===== src/rtl/load_reg_bank_pkg.sv =====
`default_nettype none
// ============================================================================
// Module      : load_reg_bank_pkg
// Description : Shared op codes and constants for the load_reg_bank slice.
// Revision    : 1.0 - initial release
// ============================================================================
package load_reg_bank_pkg;

    typedef enum logic [1:0] {
        OP_HOLD = 2'b00,
        OP_LOAD = 2'b01,
        OP_INC  = 2'b10,
        OP_CLR  = 2'b11
    } op_e;

    localparam int RUN_W = 8;

endpackage : load_reg_bank_pkg
`default_nettype wire


===== src/rtl/load_reg_bank_if.sv =====
`default_nettype none
// ============================================================================
// Module      : load_reg_bank_if
// Description : Packed per-channel op/data inputs and register-bank outputs.
// Revision    : 1.0 - initial release
// ============================================================================
interface load_reg_bank_if #(
    parameter int WIDTH = 8,
    parameter int NCH   = 4,
    parameter int CNT_W = 4
);
    logic [2*NCH-1:0]     op;
    logic [WIDTH*NCH-1:0] d;
    logic [WIDTH*NCH-1:0] q;
    logic [WIDTH*NCH-1:0] d_r;
    logic [CNT_W*NCH-1:0] cnt;
    logic [NCH-1:0]       stable;

    modport master (output op, output d, input q, input d_r, input cnt, input stable);
    modport slave  (input op, input d, output q, output d_r, output cnt, output stable);

endinterface : load_reg_bank_if
`default_nettype wire


===== src/rtl/load_reg_chan.sv =====
`default_nettype none
// ============================================================================
// Module      : load_reg_chan
// Description : One register channel: value, delay line, load counter and
//               stability tracking. Assertions enabled by LOAD_REG_BANK_SVA_EN.
// Revision    : 1.0 - initial release
// ============================================================================
module load_reg_chan
    import load_reg_bank_pkg::*;
#(
    parameter int WIDTH      = 8,
    parameter int DEPTH      = 2,
    parameter int CNT_W      = 4,
    parameter int STABLE_CYC = 3
) (
    input  wire logic             clk,
    input  wire logic             reset_n,
    input  wire logic [1:0]       op,
    input  wire logic [WIDTH-1:0] d,
    output logic      [WIDTH-1:0] q,
    output logic      [WIDTH-1:0] d_r,
    output logic      [CNT_W-1:0] cnt,
    output logic                  stable
);

    localparam logic [CNT_W-1:0] c_CNT_MAX  = {CNT_W{1'b1}};
    localparam logic [RUN_W-1:0] c_RUN_MAX  = {RUN_W{1'b1}};
    localparam logic [RUN_W-1:0] c_STAB_THR = RUN_W'(STABLE_CYC);

    logic [WIDTH-1:0]            val_q, val_d;
    logic [CNT_W-1:0]            cnt_q, cnt_d;
    logic [RUN_W-1:0]            run_q, run_d;
    logic                        stable_q, stable_d;
    logic [DEPTH-1:0][WIDTH-1:0] dly_q, dly_d;

    always_comb begin
        val_d = val_q;
        cnt_d = cnt_q;
        case (op_e'(op))
            OP_LOAD: begin
                val_d = d;
                if (cnt_q != c_CNT_MAX) cnt_d = cnt_q + 1'b1;
            end
            OP_INC:  val_d = val_q + 1'b1;
            OP_CLR: begin
                val_d = '0;
                cnt_d = '0;
            end
            default: ;
        endcase

        // Run length compares the next value against the current one, so a
        // reload of the same value or a clear of zero keeps the run going.
        if (val_d != val_q)          run_d = '0;
        else if (run_q == c_RUN_MAX) run_d = run_q;
        else                         run_d = run_q + 1'b1;
        stable_d = (run_d >= c_STAB_THR);

        dly_d[0] = d;
        for (int i = 1; i < DEPTH; i++) dly_d[i] = dly_q[i-1];
    end

    always_ff @(posedge clk) begin
        if (!reset_n) begin
            val_q    <= '0;
            cnt_q    <= '0;
            run_q    <= '0;
            stable_q <= 1'b0;
            dly_q    <= '0;
        end else begin
            val_q    <= val_d;
            cnt_q    <= cnt_d;
            run_q    <= run_d;
            stable_q <= stable_d;
            dly_q    <= dly_d;
        end
    end

    assign q      = val_q;
    assign d_r    = dly_q[DEPTH-1];
    assign cnt    = cnt_q;
    assign stable = stable_q;

`ifdef LOAD_REG_BANK_SVA_EN
    logic [31:0] since_rst_q;

    always_ff @(posedge clk) begin
        if (!reset_n)                 since_rst_q <= '0;
        else if (since_rst_q < DEPTH) since_rst_q <= since_rst_q + 1;
    end

    
    

    
    
    
    
    
    
    

    
    
`endif

endmodule : load_reg_chan
`default_nettype wire


===== src/rtl/load_reg_bank.sv =====
`default_nettype none
// ============================================================================
// Module      : load_reg_bank
// Description : NCH-channel loadable register bank; packs/unpacks channel
//               slices. Optional assertions via LOAD_REG_BANK_SVA_EN.
// Revision    : 1.0 - initial release
// ============================================================================
module load_reg_bank
    import load_reg_bank_pkg::*;
#(
    parameter int WIDTH      = 8,
    parameter int NCH        = 4,
    parameter int DEPTH      = 2,
    parameter int CNT_W      = 4,
    parameter int STABLE_CYC = 3
) (
    input wire logic       clk,
    input wire logic       reset_n,
    load_reg_bank_if.slave bus
);

    logic [NCH-1:0][WIDTH-1:0] q_w;
    logic [NCH-1:0][WIDTH-1:0] d_r_w;
    logic [NCH-1:0][CNT_W-1:0] cnt_w;
    logic [NCH-1:0]            stable_w;

    for (genvar c = 0; c < NCH; c++) begin : g_chan
        load_reg_chan #(
            .WIDTH      (WIDTH),
            .DEPTH      (DEPTH),
            .CNT_W      (CNT_W),
            .STABLE_CYC (STABLE_CYC)
        ) u_chan (
            .clk     (clk),
            .reset_n (reset_n),
            .op      (bus.op[2*c +: 2]),
            .d       (bus.d[WIDTH*c +: WIDTH]),
            .q       (q_w[c]),
            .d_r     (d_r_w[c]),
            .cnt     (cnt_w[c]),
            .stable  (stable_w[c])
        );
    end

    assign bus.q      = q_w;
    assign bus.d_r    = d_r_w;
    assign bus.cnt    = cnt_w;
    assign bus.stable = stable_w;

endmodule : load_reg_bank
`default_nettype wire

===== src/flat_wrapper.sv =====
// flat-port wrapper written by rule: the top's interface ports become plain ports
module load_reg_bank_flat import load_reg_bank_pkg::*;
#(
    parameter int WIDTH      = 8,
    parameter int NCH        = 4,
    parameter int DEPTH      = 2,
    parameter int CNT_W      = 4,
    parameter int STABLE_CYC = 3
)
  (clk, reset_n, bus_op, bus_d, bus_q, bus_d_r, bus_cnt, bus_stable);
  load_reg_bank_if #(.WIDTH(WIDTH), .NCH(NCH), .CNT_W(CNT_W)) bus_i ();
  input wire logic clk;
  input wire logic reset_n;
  input wire logic [$bits(bus_i.op)-1:0] bus_op;
  input wire logic [$bits(bus_i.d)-1:0] bus_d;
  output wire logic [$bits(bus_i.q)-1:0] bus_q;
  output wire logic [$bits(bus_i.d_r)-1:0] bus_d_r;
  output wire logic [$bits(bus_i.cnt)-1:0] bus_cnt;
  output wire logic [$bits(bus_i.stable)-1:0] bus_stable;
  assign bus_i.op = bus_op;
  assign bus_i.d = bus_d;
  assign bus_q = bus_i.q;
  assign bus_d_r = bus_i.d_r;
  assign bus_cnt = bus_i.cnt;
  assign bus_stable = bus_i.stable;
  load_reg_bank #(.WIDTH(WIDTH), .NCH(NCH), .DEPTH(DEPTH), .CNT_W(CNT_W), .STABLE_CYC(STABLE_CYC)) u_core (.clk(clk), .reset_n(reset_n), .bus(bus_i));
endmodule

===== config.mk =====
export PLATFORM = sky130hd
export DESIGN_NAME = load_reg_bank_flat
export DESIGN_NICKNAME = d
export VERILOG_FILES = /design/src/rtl/load_reg_bank_pkg.sv /design/src/rtl/load_reg_bank_if.sv /design/src/rtl/load_reg_chan.sv /design/src/rtl/load_reg_bank.sv /design/src/flat_wrapper.sv
export SDC_FILE = /design/constraint.sdc
export NUM_CORES = 1
export LEC_CHECK = 0
export CAP_MARGIN = 20
export CORE_ASPECT_RATIO = 0.8
export CORE_MARGIN = 3
export CORE_UTILIZATION = 41
export CTS_BUF_LIST = sky130_fd_sc_hd__clkbuf_8 sky130_fd_sc_hd__clkbuf_16
export DETAILED_ROUTE_END_ITERATION = 7
export DONT_BUFFER_PORTS = 1
export PLACE_DENSITY = 0.59
export SYNTH_ARGS = -nofsm -noshare
export SYNTH_HDL_FRONTEND = slang
export SYNTH_SLANG_ARGS = --single-unit

===== constraint.sdc =====
create_clock -name clk -period 3 [get_ports clk]
set_input_delay 0.45 -clock clk [delete_from_list [all_inputs] [get_ports clk]]
set_output_delay 0.45 -clock clk [all_outputs]
set_load 0.05 [all_outputs]

==> results of run 1 <==
power by group through the flow:
| stage | combinational [mW] | sequential, mW | clock, mW |
|---|---|---|---|
| floorplan | 0.314 | 2.29 | 0 |
| global placement | 0.342 | 2.28 | 0 |
| detailed placement | 0.352 | 2.28 | 0 |
| CTS | 0.353 | 2.24 | 2.29 |
| global route | 0.391 | 2.25 | 2.37 |
| finish | 0.351 | 2.24 | 2.23 |
kinds of logic (layout without fill, tap and decap cells):
group,after synthesis,after routing,share of synthesized area (%)
simple gates,373,373,27.53
compound gates,163,163,15.73
flops,148,148,40.80
buf+inv,79,72,4.910
mux,49,49,6.788
xor+xnor,18,18,2.171
fa+ha+maj,12,12,2.067
how the worst max path moves through the flow:
stage	start	to	slack, ns	cells past startpoint
6_report	u_core.g_chan[1].u_chan.q[0]$_SDFF_PN0_	u_core.g_chan[1].u_chan.run_q[5]$_SDFF_PN0_	0.54	5
5_1_grt	u_core.g_chan[1].u_chan.q[0]$_SDFF_PN0_	u_core.g_chan[1].u_chan.run_q[5]$_SDFF_PN0_	0.30	5
4_1_cts	u_core.g_chan[1].u_chan.q[0]$_SDFF_PN0_	u_core.g_chan[1].u_chan.run_q[5]$_SDFF_PN0_	0.52	5
3_5_place_dp	u_core.g_chan[1].u_chan.q[0]$_SDFF_PN0_	u_core.g_chan[1].u_chan.run_q[5]$_SDFF_PN0_	0.52	5
3_3_place_gp	u_core.g_chan[1].u_chan.q[0]$_SDFF_PN0_	u_core.g_chan[1].u_chan.run_q[5]$_SDFF_PN0_	0.62	5
2_1_floorplan	u_core.g_chan[2].u_chan.q[1]$_SDFF_PN0_	u_core.g_chan[2].u_chan.run_q[2]$_SDFF_PN0_	0.60	6
layer usage:
metal	routed length [µm]	up-vias	share of wire, %	GRT usage [%]
met5	0	-	0	0
met4	311	0	1.8	6.282
met3	1322	22	7.7	6.528
met2	7788	164	45	27.57
met1	7728	2784	45	22.03
li1	-	2937	-	-
through the flow:
stage / setup WS, ns / cells / cell area [µm²]
floorplan: 0.6035 / 842 / 7262
global placement: 0.6221 / 1023 / 7376
detailed placement: 0.5245 / 1023 / 7376
CTS: 0.5208 / 1055 / 7998
global route: 0.2956 / 1055 / 7998
finish: 0.5371 / 1055 / 7998
layout by cell type, fill, tap and decap left out, drive strengths merged, types with 10 or more instances in the layout:
cell,n
nand2,47
nor2,97
xnor2,10
o22a,16
nand4,14
o21ai,34
a211oi,12
and2,64
mux2i,47
nand3,34
inv,32
nor3,25
and3,15
dfxtp,148
buf,12
nand2b,32
clkbuf,19
nor2b,19
a21oi,38
ha,12
flip-flops by register name, indices dropped and copies added (netlist names):
signal / flops
u_core.g_chan.u_chan.d_r: 32
u_core.g_chan.u_chan.stable: 4
u_core.g_chan.u_chan.run_q: 32
u_core.g_chan.u_chan.cnt: 16
u_core.g_chan.u_chan.q: 32
u_core.g_chan.u_chan.dly_d: 32
final cells by class:
class / count / area [µm²] / share of cell area (%)
multi-input cells: 615 / 3943 / 49.30
inverters: 28 / 105.1 / 1.314
clock buffers: 19 / 452.9 / 5.663
clock inverters: 13 / 168.9 / 2.112
well taps: 220 / 275.3 / 3.442
flip-flops and latches: 148 / 2963 / 37.05
repair buffers: 12 / 90.09 / 1.126
worst register-to-register path, stage by stage, from the launching register on:
cell,delay (ns)
dfxtp_1,0.80
nand3_1,0.29
nor3_1,0.39
o21ai_0,0.12
a21boi_1,0.58
a2111oi_0,0.14
==> results.sh, run 1 <==
export IMPL_area_growth_pct=10.13
export IMPL_synth_most_common_cell="dfxtp_1"
export IMPL_wl_per_cell_um=16.26
export IMPL_fp_dieW_um=154.8
export IMPL_grt_pass1_wl_um=28030
export IMPL_fin_crit_ns=2.463
export IMPL_finish_utilization_pct=47.26
export IMPL_grt_max_degree=72
export IMPL_vias_per_cell=5.599
export IMPL_cp_slowest_stage_delay_ns=0.80
export IMPL_power_frac_clock_pct=46.3
export IMPL_cts_buffers=17
export IMPL_reg2reg_from="u_core.g_chan[1].u_chan.q[0]$_SDFF_PN0_"
export IMPL_ys_seq_area_share_pct=40.80
export IMPL_maxSlewHeadroom_pct=49.00
export IMPL_power_density_nw_per_um2=602.9
export IMPL_yosysWarnings=0
export IMPL_power_leakage_nw=2.970
export IMPL_seqPwrFrac_pct=46.5
export IMPL_synthesis_area_um2=7262
export IMPL_cts_resized=0
export IMPL_rrSetupSlack_ns=0.54
export IMPL_drv_cap=0
export IMPL_synth_top_area_share_pct=40.80
export IMPL_async_flop_share_pct=0
export IMPL_worst_hold_slack_ns=0.1214
export IMPL_finalSetupViolCount=0
export IMPL_grt_ovfl_total=0
export IMPL_fin_nets=876
export IMPL_p_switching_mw=1.253
export IMPL_initial_utilization_pct=42.92
export IMPL_root_buffer="clkbuf_16"
export IMPL_post_cts_buffers=0
export IMPL_synthTopCellsByArea="dfxtp_1 41%, mux2i_1 6.5%, and2_1 5.5%, nor2_1 5.0%, nand2b_1 2.8%"
export IMPL_wl_um=17150
export IMPL_crit_arrival_ns=2.73
export IMPL_power_mw=4.821
export IMPL_cp_num_buf_inv=0
export IMPL_cp_start_kind="register"
export IMPL_core_um2=16920
export IMPL_cts_max_path_buffers=2
export IMPL_worstSetupEndpointType="register"
export IMPL_slowest_stage="dfxtp_1"
export IMPL_antenna_found_initial=0
export IMPL_peakVddDrop_uv=329.2
export IMPL_worstSetupPathType="register to register"
export IMPL_diodes=0
export IMPL_post_route_drc_count=0
export IMPL_gp_congestion=0.8954
export IMPL_slew_viol_final=0
export IMPL_fillers=1625
export IMPL_syn_area_per_cell_um2=8.625
export IMPL_cts_sinks=148
export IMPL_combPwrFrac_pct=7.3
export IMPL_worst_pin_slew_ns=0.7639
export IMPL_drt_pass1_iter_count=7
export IMPL_h_tree_depth=4
export IMPL_fmax_ghz=0.4060
export IMPL_min_to="u_core.g_chan[3].u_chan.cnt[2]$_SDFFE_PN0P_"
export IMPL_swShare_pct=26.00
export IMPL_rows=42
export IMPL_synth_edf_count=0
export IMPL_syn_inst=842
export IMPL_grt_usage_pct=17.50
export IMPL_reg2reg_to="u_core.g_chan[1].u_chan.run_q[5]$_SDFF_PN0_"
export IMPL_min_path_cells=1
export IMPL_first_global_vias=5531
export IMPL_synth_seq_cells=148
export IMPL_pin_count=126
export IMPL_synth_distinct_cells=76
export IMPL_hold_violations=0
export IMPL_status="finished clean"
export IMPL_synthTopCellsByCount="148 x dfxtp_1, 97 x nor2_1, 64 x and2_1"
export IMPL_fin_setup_tns_ns=0
export IMPL_die_area_um2=19350
export IMPL_hold_buffers=0
export IMPL_postRouteAntennaNets=0
export IMPL_syn_nets=896
export IMPL_drive_gt1_share_pct=7.904
export IMPL_rsz0062_at_grt="false"
export IMPL_crit_required_ns=3.27
export IMPL_synth_flop_cell="dfxtp_1"
export IMPL_reg2reg_depth=5
export IMPL_cts_tree="yes"
export IMPL_hp_class="primary input to register"
export IMPL_min_delay_start="bus_op[6]"
export IMPL_critPathMaxFanout=9
export IMPL_cts_clk_slew_worst_paths_ns=0.06
export IMPL_cellInternalPower_mw=3.568
export IMPL_die_y_um=125.0
export IMPL_min_period_over_period_pct=82.10
export IMPL_drtIter0Drc=388
export IMPL_cp_top_family="compound AO/OA/AOI/OAI gates"
export IMPL_clkLatencyLatePin_ns=0.42
export IMPL_hpwl_um=11990
export IMPL_via_count=5907
export IMPL_synth_largest_area_cell="dfxtp_1"
export IMPL_crit_chain="nand3_1 > nor3_1 > o21ai_0 > a21boi_1 > a2111oi_0"
export IMPL_port_buffers=0
export IMPL_skew_ns=0.007984
(Power assumes the default switching activity.)
==> run 2, diff against run 1 <==
--- a/config.mk
+++ b/config.mk
@@ -12,7 +12,7 @@
 export CTS_BUF_LIST = sky130_fd_sc_hd__clkbuf_8 sky130_fd_sc_hd__clkbuf_16
 export DETAILED_ROUTE_END_ITERATION = 7
 export DONT_BUFFER_PORTS = 1
-export PLACE_DENSITY = 0.59
+export PLACE_DENSITY = 0.61
 export SYNTH_ARGS = -nofsm -noshare
 export SYNTH_HDL_FRONTEND = slang
 export SYNTH_SLANG_ARGS = --single-unit
==> constraint.sdc (replaced) <==
create_clock -name clk -period 2.26 [get_ports clk]
set_input_delay 0.339 -clock clk [delete_from_list [all_inputs] [get_ports clk]]
set_output_delay 0.339 -clock clk [all_outputs]
set_load 0.05 [all_outputs]
==> run 2 against run 1 <==
  * Critical path depth rose by 1
  * Clock power grew 36%
  * Sequential power rose by 28%
  * Utilization grew 2.0 points
==> results.sh, run 2 (same netlist as run 1, synthesis figures left out) <==
export IMPL_grt_usage_pct=17.20
export IMPL_grt_max_degree=72
export IMPL_cts_sinks=148
export IMPL_skew_ns=0.007795
export IMPL_worst_hold_slack_ns=0.02607
export IMPL_vias_per_cell=5.387
export IMPL_critPathMaxFanout=9
export IMPL_maxSlewHeadroom_pct=55.34
export IMPL_post_route_drc_count=0
export IMPL_cts_resized=0
export IMPL_swShare_pct=24.87
export IMPL_rsz0062_at_grt="false"
export IMPL_power_leakage_nw=3.199
export IMPL_finalSetupViolCount=0
export IMPL_place_area_um2=7651
export IMPL_worstSetupEndpointType="register"
export IMPL_cp_num_buf_inv=1
export IMPL_status="finished clean"
export IMPL_seqPwrFrac_pct=43.7
export IMPL_root_buffer="clkbuf_16"
export IMPL_fin_crit_ns=2.057
export IMPL_hpwl_um=11360
export IMPL_cts_clk_slew_worst_paths_ns=0.06
export IMPL_final_common_cell="dfxtp_1"
export IMPL_die_y_um=125.0
export IMPL_slew_viol_final=0
export IMPL_clkLatencyLatePin_ns=0.42
export IMPL_min_period_over_period_pct=91.00
export IMPL_combPwrFrac_pct=9.6
export IMPL_power_frac_clock_pct=46.6
export IMPL_cts_tree="yes"
export IMPL_critPathLaunch="u_core.g_chan[2].u_chan.q[0]$_SDFF_PN0_"
export IMPL_worst_pin_slew_ns=0.6699
export IMPL_fin_setup_tns_ns=0
export IMPL_gp_congestion=0.8185
export IMPL_drtIter0Drc=384
export IMPL_design_area_um2=8333
export IMPL_cts_max_path_buffers=2
export IMPL_grt_ovfl_total=0
export IMPL_drt_pass1_iter_count=6
export IMPL_cts_buffers=17
export IMPL_crit_chain="ha_1 > a221oi_2 > a31oi_1 > or4_1 > buf_4 > nor4b_4"
export IMPL_antenna_found_initial=0
export IMPL_core_um2=16920
export IMPL_die_area_um2=19350
export IMPL_finish_utilization_pct=49.25
export IMPL_hold_violations=0
export IMPL_pin_count=126
export IMPL_hp_class="primary input to register"
export IMPL_cp_top_family="simple AND/OR/NAND/NOR gates"
export IMPL_wl_um=16750
export IMPL_fp_dieW_um=154.8
export IMPL_initial_utilization_pct=42.92
export IMPL_power_density_nw_per_um2=783.5
export IMPL_reg2reg_from="u_core.g_chan[2].u_chan.q[0]$_SDFF_PN0_"
export IMPL_crit_arrival_ns=2.38
export IMPL_area_growth_pct=14.75
export IMPL_power_mw=6.529
export IMPL_port_buffers=0
export IMPL_p_switching_mw=1.624
export IMPL_wl_per_cell_um=15.29
export IMPL_slowest_stage="or4_1"
export IMPL_grt_pass1_wl_um=27680
export IMPL_h_tree_depth=4
export IMPL_fin_nets=916
export IMPL_crit_required_ns=2.59
export IMPL_first_global_vias=5391
export IMPL_peakVddDrop_uv=361.8
export IMPL_fmax_ghz=0.4862
export IMPL_postRouteAntennaNets=0
export IMPL_cp_slowest_stage_delay_ns=0.55
export IMPL_via_count=5899
export IMPL_most_common_layout_cells="144 x dfxtp_1, 97 x nor2_1, 64 x and2_1, 48 x buf_4"
export IMPL_rows=42
export IMPL_post_cts_buffers=0
export IMPL_worstSetupPathType="register to register"
export IMPL_cellInternalPower_mw=4.905
export IMPL_min_delay_start="bus_op[4]"
export IMPL_cp_start_kind="register"
export IMPL_drive_gt1_share_pct=12.01
export IMPL_drv_cap=0
run 2: layout make-up:
type                    count  area (µm²)
fillers                  1600        8588
multi-input cells         615        3943
flip-flops and latches    148        2968
clock buffers              20       466.7
repair buffers             52       400.4
well taps                 220       275.3
clock inverters            11       172.7
inverters                  28       105.1
diodes                      1       2.502
run 2: worst register-to-register path: cells and delay by family (launching register included):
family          cells  cell delay [ns]
compound gates      2             0.31
flops               1             0.32
simple gates        2             0.81
buf+inv             1             0.21
fa+ha+maj           1             0.33
run 2: final timing paths:
| path | to | slack, ns | depth (start not counted) |
|---|---|---|---|
| setup / recovery | u_core.g_chan[2].u_chan.run_q[2]$_SDFF_PN0_ | 0.20 | 6 |
| hold / removal | u_core.g_chan[2].u_chan.q[5]$_SDFF_PN0_ | 0.03 | 1 |
| setup reg to reg | u_core.g_chan[2].u_chan.run_q[2]$_SDFF_PN0_ | 0.20 | 6 |
| hold reg to reg | u_core.g_chan[2].u_chan.d_r[2]$_SDFF_PN0_ | 0.43 | 1 |
run 2: layer usage:
layer | share of wire, % | vias to the layer above | global-route usage, %
met5 | 0 | - | 0
met4 | 1.1 | 0 | 4.465
met3 | 7.5 | 16 | 6.321
met2 | 42 | 146 | 24.36
met1 | 50 | 2733 | 24.70
li1 | - | 3004 | -
run 2: metrics by stage:
stage | std cells | setup slack (ns)
floorplan | 842 | 0.08844
global placement | 1059 | 0.2495
CTS | 1094 | 0.2170
global route | 1094 | 0.08658
finish | 1095 | 0.2034
detailed placement | 1059 | 0.2237
run 2: power groups by stage:
stage          sequential (mW)  clock [mW]  combinational [mW]
6_report                  2.86        3.04               0.630
3_3_place_gp              2.91           0               0.620
4_1_cts                   2.86        3.13               0.633
5_1_grt                   2.87        3.24               0.691
2_1_floorplan             3.04           0               0.416
3_5_place_dp              2.91           0               0.622
run 2: timing repair:
action / 4_1_cts / 5_1_grt
hold buffers: 4 / 0
hold endpoints to repair: 8 / 0
setup endpoints to repair: 0 / 0
